<file path="config.mk">
export PLATFORM = sky130hd
export DESIGN_NAME = handshake_protocol_monitor
export DESIGN_NICKNAME = d
export VERILOG_FILES = /design/src/rtl/handshake_protocol_monitor.sv
export SDC_FILE = /design/constraint.sdc
export NUM_CORES = 1
export LEC_CHECK = 0
export ABC_AREA = 1
export CORE_MARGIN = 2
export CORE_UTILIZATION = 45
export DETAILED_ROUTE_END_ITERATION = 16
export PLACE_DENSITY = 0.69
export SYNTH_ARGS = -nofsm -noshare
export SYNTH_HDL_FRONTEND = slang
export SYNTH_SLANG_ARGS = --single-unit
</file>
<file path="constraint.sdc">
create_clock -name CLK -period 2.6 [get_ports CLK]
set_clock_uncertainty 0.2 [all_clocks]
set_input_delay 0.52 -clock CLK [delete_from_list [all_inputs] [get_ports CLK]]
set_output_delay 0.52 -clock CLK [all_outputs]
set_load 0.02 [all_outputs]
</file>
<file path="src/rtl/handshake_protocol_monitor.sv">
// Passive N-channel ready/valid checker: flags valid drops, data changes and stall timeouts,
// counts transfers, latches the first error. Flags/counters appear one cycle after the edge; never stalls.
module handshake_protocol_monitor #(
  parameter int N       = 3,
  parameter int W       = 4,
  parameter int CNT_W   = 8,
  parameter int TIMEOUT = 16
) (
  input  logic                                 CLK,
  input  logic                                 ASYNCRESETN,
  input  logic                                 clear,
  input  logic [N-1:0]                         valid,
  input  logic [N-1:0]                         ready,
  input  logic [N*W-1:0]                       data,
  output logic [N*CNT_W-1:0]                   xfer_count,
  output logic [N-1:0]                         err_valid_drop,
  output logic [N-1:0]                         err_data_change,
  output logic [N-1:0]                         err_timeout,
  output logic                                 any_err,
  output logic                                 first_err_valid,
  output logic [((N > 1) ? $clog2(N) : 1)-1:0] first_err_chan,
  output logic [1:0]                           first_err_code
);
  localparam int CHW = (N > 1) ? $clog2(N) : 1;
  localparam int SW  = (TIMEOUT > 0) ? $clog2(TIMEOUT + 1) : 1;
  localparam logic [SW-1:0] STALL_MAX = SW'(TIMEOUT);
  localparam logic [SW-1:0] STALL_HIT = SW'(TIMEOUT - 1);

  logic [N-1:0]            prev_valid_q, prev_ready_q;
  logic [N-1:0][W-1:0]     prev_data_q;
  logic [N-1:0][SW-1:0]    stall_q, stall_d;
  logic [N-1:0][CNT_W-1:0] xfer_q, xfer_d;
  logic [N-1:0]            vd_q, dc_q, to_q;
  logic [N-1:0]            vd_hit, dc_hit, to_hit;
  logic                    fe_valid_q, any_hit;
  logic [CHW-1:0]          fe_chan_q, fe_chan_d;
  logic [1:0]              fe_code_q, fe_code_d;
  logic [N-1:0]            pending, stalled, xfer;

  assign pending = prev_valid_q & ~prev_ready_q;
  assign stalled = valid & ~ready;
  assign xfer    = valid & ready;

  always_comb begin
    vd_hit    = '0;
    dc_hit    = '0;
    to_hit    = '0;
    stall_d   = stall_q;
    xfer_d    = xfer_q;
    any_hit   = 1'b0;
    fe_chan_d = '0;
    fe_code_d = '0;
    for (int i = 0; i < N; i++) begin
      vd_hit[i] = pending[i] & ~valid[i];
      dc_hit[i] = pending[i] & valid[i] & (data[i*W +: W] != prev_data_q[i]);
      to_hit[i] = (TIMEOUT != 0) && stalled[i] && (stall_q[i] == STALL_HIT);
      // Saturating at TIMEOUT keeps the compare above from matching twice in one stall.
      if (!stalled[i]) begin
        stall_d[i] = '0;
      end else if (stall_q[i] != STALL_MAX) begin
        stall_d[i] = stall_q[i] + SW'(1);
      end
      if (xfer[i] && (xfer_q[i] != {CNT_W{1'b1}})) begin
        xfer_d[i] = xfer_q[i] + CNT_W'(1);
      end
      // Ascending scan: lowest channel wins, then valid_drop > data_change > timeout.
      if (!any_hit && (vd_hit[i] || dc_hit[i] || to_hit[i])) begin
        any_hit   = 1'b1;
        fe_chan_d = CHW'(i);
        fe_code_d = vd_hit[i] ? 2'd1 : (dc_hit[i] ? 2'd2 : 2'd3);
      end
    end
  end

  always_ff @(posedge CLK or negedge ASYNCRESETN) begin
    if (!ASYNCRESETN) begin
      prev_valid_q <= '0;
      prev_ready_q <= '0;
      prev_data_q  <= '0;
      stall_q      <= '0;
      xfer_q       <= '0;
      vd_q         <= '0;
      dc_q         <= '0;
      to_q         <= '0;
      fe_valid_q   <= 1'b0;
      fe_chan_q    <= '0;
      fe_code_q    <= '0;
    end else begin
      // History keeps sampling through clear so a pending transfer is still checked.
      prev_valid_q <= valid;
      prev_ready_q <= ready;
      prev_data_q  <= data;
      if (clear) begin
        stall_q    <= '0;
        xfer_q     <= '0;
        vd_q       <= '0;
        dc_q       <= '0;
        to_q       <= '0;
        fe_valid_q <= 1'b0;
        fe_chan_q  <= '0;
        fe_code_q  <= '0;
      end else begin
        stall_q <= stall_d;
        xfer_q  <= xfer_d;
        vd_q    <= vd_q | vd_hit;
        dc_q    <= dc_q | dc_hit;
        to_q    <= to_q | to_hit;
        if (!fe_valid_q && any_hit) begin
          fe_valid_q <= 1'b1;
          fe_chan_q  <= fe_chan_d;
          fe_code_q  <= fe_code_d;
        end
      end
    end
  end

  assign xfer_count      = xfer_q;
  assign err_valid_drop  = vd_q;
  assign err_data_change = dc_q;
  assign err_timeout     = to_q;
  assign any_err         = |{vd_q, dc_q, to_q};
  assign first_err_valid = fe_valid_q;
  assign first_err_chan  = fe_chan_q;
  assign first_err_code  = fe_code_q;
endmodule

</file>
==> metrics.md, run 1 <==
| Metric | Value |
|---|---|
| Status | `complete, but fails checks` |
| Violated checks | `hold timing` |
| Worst Setup End Kind | `output port` |
| Setup Crit Path Kind | `reg2out` |
| Number of global-route vias before repair | `2908` |
| Post_cts resized | `0` |
| Global-route wire length before repair | `12670 um` |
| Int Power | `1.781 mW` |
| Worst vdd ir | `0.2476 mV` |
| Clk sinks | `71` |
| MaxCap Viol Count | `0` |
| Syn nets | `460` |
| I/O Buffers | `59` |
| Synth unique cells | `35` |
| Final setup margin | `0.09998 ns` |
| Synth top area share | `0.5048` |
| Post-synth top cells | `nand2_1, inv_1, dfrtp_1` |
| CP Launch Type | `flip-flop` |
| Hpwl dp | `5288 um` |
| FMAX | `400.0 MHz` |
| Critical Path RT | `1.88 ns` |
| Leakage | `2.106 nW` |
| GPL Wtd Cong | `0.8704` |
| NetSw | `598.1 uW` |
| Final max-slew violation count | `0` |
| Clock-pin slew on the worst setup and hold paths | `0.08 ns` |
| Initial Util | `0.4602` |
| Reg2reg start | `stall_q[5]$_DFFE_PN0P_` |
| Final critical-path required period | `2.500 ns` |
| RSZ-0062 raised after global routing | `no` |
| Fin util | `0.5823` |
| Synth area leaders | `dfrtp_1, nand2_1, inv_1` |
| Hold buffers post-CTS | `0` |
| DR WL/cell | `12.07 um` |
| Post-DR vias/cell | `4.796` |
| Arr. time, crit path | `1.78 ns` |
| Reg power frac | `0.490` |
| Max-slew headroom | `0.6919` |
| Area of the mapped netlist | `3520 um2` |
| TNS Setup | `0 ns` |
| Main synth FF type | `dfrtp_1` |
| Filler Cell Count | `664` |
| Io pins | `60` |
| Final nets | `528` |
| Dpl ws | `0.2621 ns` |
| Antenna-violating nets left | `0` |
| Area growth syn-to-layout | `26.52%` |
| Clock network power share | `0.387` |
| Initial DRT Pass Iterations | `4` |
| Net Sw Frac | `0.2515` |
| Hold Crit Class | `in2async` |
| Max Root-Sink Buffers | `2` |
| GRT Total Usage | `0.1870` |
| Layout cells sized above 1 | `0.08600` |
| Combinational Power Share | `0.123` |
| Die Area | `8545 um2` |
| H-Tree Depth | `3` |
| Setup Viol. Count Final | `0` |
| Hold slack | `-0.0009345 ns` |
| Die span in x | `92.44 um` |
| Initial antenna violation count | `0` |
| Worst setup path startpoint | `err_valid_drop[0]$_DFF_PN0_` |
| Num CTS Buffers | `9` |
| # rows | `32` |
| Number of diodes | `0` |
| CP max FO | `3` |
| Root buffer cell | `clkbuf_8` |
| Clock Latency Late Sink | `0.34 ns` |
| Fin. Hold Viols | `6` |
| Most common cell in the netlist | `nand2_1` |
| Iter 0 DRT Violations | `100` |
| DIE HEIGHT | `92.44 um` |
| P per Cell Area | `534.2 nW/um2` |
| Vias | `2887` |
| #FFs+latches synth | `71` |
| Setup Buffers After CTS | `0` |
| Final WL | `7268 um` |
| Slew @ Worst Pin | `0.4586 ns` |
| Post-synth ARST share | `1.000` |
| Sequential-to-total area share from yosys stat | `0.5048` |
| Syn Inst Count | `427` |
| Syn avg cell area | `8.243 um2` |
| Number of remaining DRC errors | `0` |
| EDFF count, synth | `0` |
| Remaining Overflow, GRT | `0` |
| Fin crit share | `0.9615` |
| Synth Warn # | `0` |
| CORE AREA | `7647 um2` |
| Post-synth top area cell | `dfrtp_1` |
| Largest net degree at the start of global routing | `72` |
| CTS tree | `built` |
[critical path, stage by stage, from the launching register on]
cell and delay, ns:
dfrtp_1 0.42, nor4_1 0.35, nand3_1 0.12, clkdlybuf4s50_1 0.55
[power groups by stage]
stage          sequential, mW  combinational [mW]  clock (mW)
5_1_grt                  1.17               0.330       0.995
4_1_cts                  1.17               0.297       0.946
3_3_place_gp             1.19               0.290           0
2_1_floorplan            1.21               0.130           0
3_5_place_dp             1.19               0.295           0
6_report                 1.17               0.292       0.920
[state kept, by name, indices dropped and copies added (netlist names)]
register,flops
err_data_change,3
first_err_valid,1
xfer_count,24
first_err_code,2
stall_q,15
prev_ready_q,3
prev_data_q,12
err_valid_drop,3
err_timeout,3
prev_valid_q,3
first_err_chan,2
[layout make-up]
type / count / area, um2 / share of cell area
Sequential cell: 71 / 1777 / 0.3990
Tap cell: 102 / 127.6 / 0.02866
Multi-Input combinational cell: 267 / 1404 / 0.3153
Clock buffer: 13 / 168.9 / 0.03793
Clock inverter: 3 / 40.04 / 0.008991
Timing Repair Buffer: 62 / 620.6 / 0.1394
Inverter: 84 / 315.3 / 0.07081
[per-layer routing]
layer	up-vias	wire [um]	track usage	part of all wire
li1	1491	-	-	-
met1	1331	3429	0.2312	0.47
met2	54	3386	0.3157	0.47
met3	11	326	0.04231	0.045
met4	0	125	0.07836	0.017
met5	-	0	0	0
[worst paths after layout]
kind / cells after the start / end / slack [ns]
max: 3 / any_err / 0.1
min: 2 / prev_data_q[7]$_DFF_PN0_ / -0.0009
min reg2reg: 1 / first_err_chan[1]$_DFFE_PN0P_ / 0.31
min in group CLK: 1 / first_err_chan[1]$_DFFE_PN0P_ / 0.31
max in group asynchronous: 2 / stall_q[14]$_DFFE_PN0P_ / 1.89
max reg2reg: 13 / first_err_code[1]$_DFFE_PN0P_ / 0.53
[cells by family after synthesis]
family,after synthesis,synth area share
xor+xnor,3,0.007467
buf+inv,89,0.09633
fa+ha+maj,12,0.04266
compound gates,64,0.1074
flops,71,0.5048
simple gates,188,0.2414
[layout by cell type, fill, tap and decap left out, types with 2 or more instances in the layout]
cell type and n:
a211oi_1 4, a21oi_1 29, a21oi_2 2, and3_1 2, buf_4 2, clkbuf_8 12, clkdlybuf4s50_1 58, clkinv_2 2
dfrtp_1 71, ha_1 12, inv_1 80, inv_2 4, nand2_1 87, nand2_2 4, nand2_4 2, nand3_1 25
nand3_2 2, nand4_1 6, nor2_1 39, nor2_2 3, nor3_1 10, nor3_2 2, nor3b_1 2, nor4_1 2
o21ai_0 20, o31ai_1 2, xor2_1 3
[metrics by stage]
stage	area [um2]	total power [mW]	std cells	hold WS (ns)
6_report	4453	2.379	602	-0.0009345
5_1_grt	4453	2.497	602	0.02551
3_5_place_dp	4244	1.483	586	0.3129
2_1_floorplan	3520	1.338	427	0.02441
3_3_place_gp	4244	1.477	586	0.3109
4_1_cts	4453	2.410	602	0.005457
No activity file was read; power rests on OpenSTA's default activity.
==> inputs of run 2 (changes only) <==
--- a/config.mk
+++ b/config.mk
@@ -9,6 +9,8 @@
 export CORE_MARGIN = 2
 export CORE_UTILIZATION = 45
 export DETAILED_ROUTE_END_ITERATION = 16
+export GPL_TIMING_DRIVEN = 0
+export MAX_ROUTING_LAYER = met4
 export PLACE_DENSITY = 0.69
 export SYNTH_ARGS = -nofsm -noshare
 export SYNTH_HDL_FRONTEND = slang
==> metrics.md, run 2 (synthesis results as in run 1) <==
| Metric | Value |
|---|---|
| Hpwl dp | `5376 um` |
| Die Area | `8545 um2` |
| MaxCap Viol Count | `0` |
| GPL Wtd Cong | `0.8245` |
| CP Launch Type | `flip-flop` |
| Initial Util | `0.4602` |
| Largest net degree at the start of global routing | `37` |
| Hold Startpoint | `clear` |
| Critical Path RT | `1.88 ns` |
| Die span in x | `92.44 um` |
| Number of flip-flops in the largest register | `24` |
| Leakage | `2.096 nW` |
| Num CTS Buffers | `9` |
| Clock Latency Late Sink | `0.34 ns` |
| Commonest non-fill, non-tap cells in the layout | `nand2_1, inv_1, dfrtp_1` |
| CTS tree | `built` |
| Hold EP | `xfer_count[1]$_DFFE_PN0P_` |
| Status | `completed` |
| Worst vdd ir | `0.2396 mV` |
| Setup Crit Path Kind | `reg2out` |
| Area growth syn-to-layout | `26.09%` |
| Setup Buffers After CTS | `0` |
| Post-DR vias/cell | `4.869` |
| Io pins | `60` |
| Number of diodes | `0` |
| Remaining Overflow, GRT | `0` |
| Arr. time, crit path | `1.74 ns` |
| Root buffer cell | `clkbuf_8` |
| Worst Reg2Reg Path Length in Cells | `13` |
| Fin crit share | `0.9449` |
| Hold Crit Class | `in2reg` |
| Number of global-route vias before repair | `2757` |
| Global-route wire length before repair | `12330 um` |
| Fin. Hold Viols | `0` |
| Max Root-Sink Buffers | `2` |
| P per Cell Area | `509.6 nW/um2` |
| Critical R2R Capture | `first_err_code[1]$_DFFE_PN0P_` |
| # rows | `32` |
| Antenna-violating nets left | `0` |
| TNS Setup | `0 ns` |
| GRT Total Usage | `0.1857` |
| Slew @ Worst Pin | `0.4741 ns` |
| R2R Setup Slk | `0.51 ns` |
| Commonest non-fill, non-tap cell in the layout | `nand2_1` |
| Final max-slew violation count | `0` |
| Layout cells sized above 1 | `0.08566` |
| Max-slew headroom | `0.6839` |
| DR WL/cell | `11.84 um` |
| Final critical-path required period | `2.457 ns` |
| Clk sinks | `71` |
| CP max FO | `3` |
| Worst Setup End Kind | `output port` |
| Setup Viol. Count Final | `0` |
| Fin util | `0.5803` |
| DIE HEIGHT | `92.44 um` |
| H-Tree Depth | `3` |
| Iter 0 DRT Violations | `134` |
| RSZ-0062 raised after global routing | `no` |
| Reg2reg start | `stall_q[5]$_DFFE_PN0P_` |
| Initial DRT Pass Iterations | `4` |
| I/O Buffers | `58` |
| Hold Path Stages | `2` |
| CORE AREA | `7647 um2` |
| Power Total | `2.262 mW` |
| Hold slack | `0.2905 ns` |
| Final WL | `7153 um` |
| Vias | `2941` |
| Clock-pin slew on the worst setup and hold paths | `0.07 ns` |
| FMAX | `407.0 MHz` |
| Final nets | `531` |
| Initial antenna violation count | `0` |
| Number of remaining DRC errors | `0` |
## run 2: critical path, stage by stage (launching register included)
cell	delay [ns]
dfrtp_1	0.41
nor4_2	0.34
nand3_1	0.11
clkdlybuf4s50_1	0.55
## run 2: cell type report
| cell class | instances | area (um2) |
|---|---|---|
| Fill cell | 713 | 3209 |
| Multi-Input combinational cell | 267 | 1410 |
| Inverter | 84 | 315.3 |
| Buffer | 5 | 23.77 |
| Tap cell | 102 | 127.6 |
| Sequential cell | 71 | 1777 |
| Timing Repair Buffer | 60 | 608.1 |
| Clock buffer | 15 | 176.4 |
## run 2: where the power goes
part,total [mW],switching (mW),internal [mW]
clock,0.801,0.379,0.422
sequential,1.17,0.0264,1.14
combinational,0.293,0.172,0.122
## run 2: through the flow
step                      instance area [um2]  setup WS (ns)  std cells
final                                    4438         0.1431        604
after global routing                     4438        0.06607        604
after CTS                                4432        0.02814        604
after detailed placement                 4245         0.2488        588
after global placement                   4228         -1.702        587
after floorplan                          3520         0.7020        427
## run 2: timing repair
| action | CTS | global route |
|---|---|---|
| gates resized for setup | 0 | 1 |
| hold buffers | 1 | 0 |
| endpoints found under the setup margin | 0 | 1 |
| hold endpoints to repair | 35 | 0 |
## run 2: routing by layer
metal | wire, um | vias up | GRT usage
li1 | - | 1498 | -
met2 | 3338 | 58 | 0.2895
met5 | 0 | - | -
met1 | 3371 | 1375 | 0.2416
met3 | 338 | 10 | 0.03906
met4 | 105 | 0 | 0.06716
## run 2: worst max path at each step
stage / from / to / slack [ns] / cells past startpoint
floorplan: stall_q[5]$_DFFE_PN0P_ / first_err_code[1]$_DFFE_PN0P_ / 0.70 / 13
global placement: ASYNCRESETN / xfer_count[12]$_DFFE_PN0P_ / -1.70 / 1
detailed placement: data[6] / first_err_code[1]$_DFFE_PN0P_ / 0.25 / 14
CTS: err_valid_drop[1]$_DFF_PN0_ / any_err / 0.03 / 3
global route: err_valid_drop[1]$_DFF_PN0_ / any_err / 0.07 / 3
finish: err_valid_drop[1]$_DFF_PN0_ / any_err / 0.14 / 3
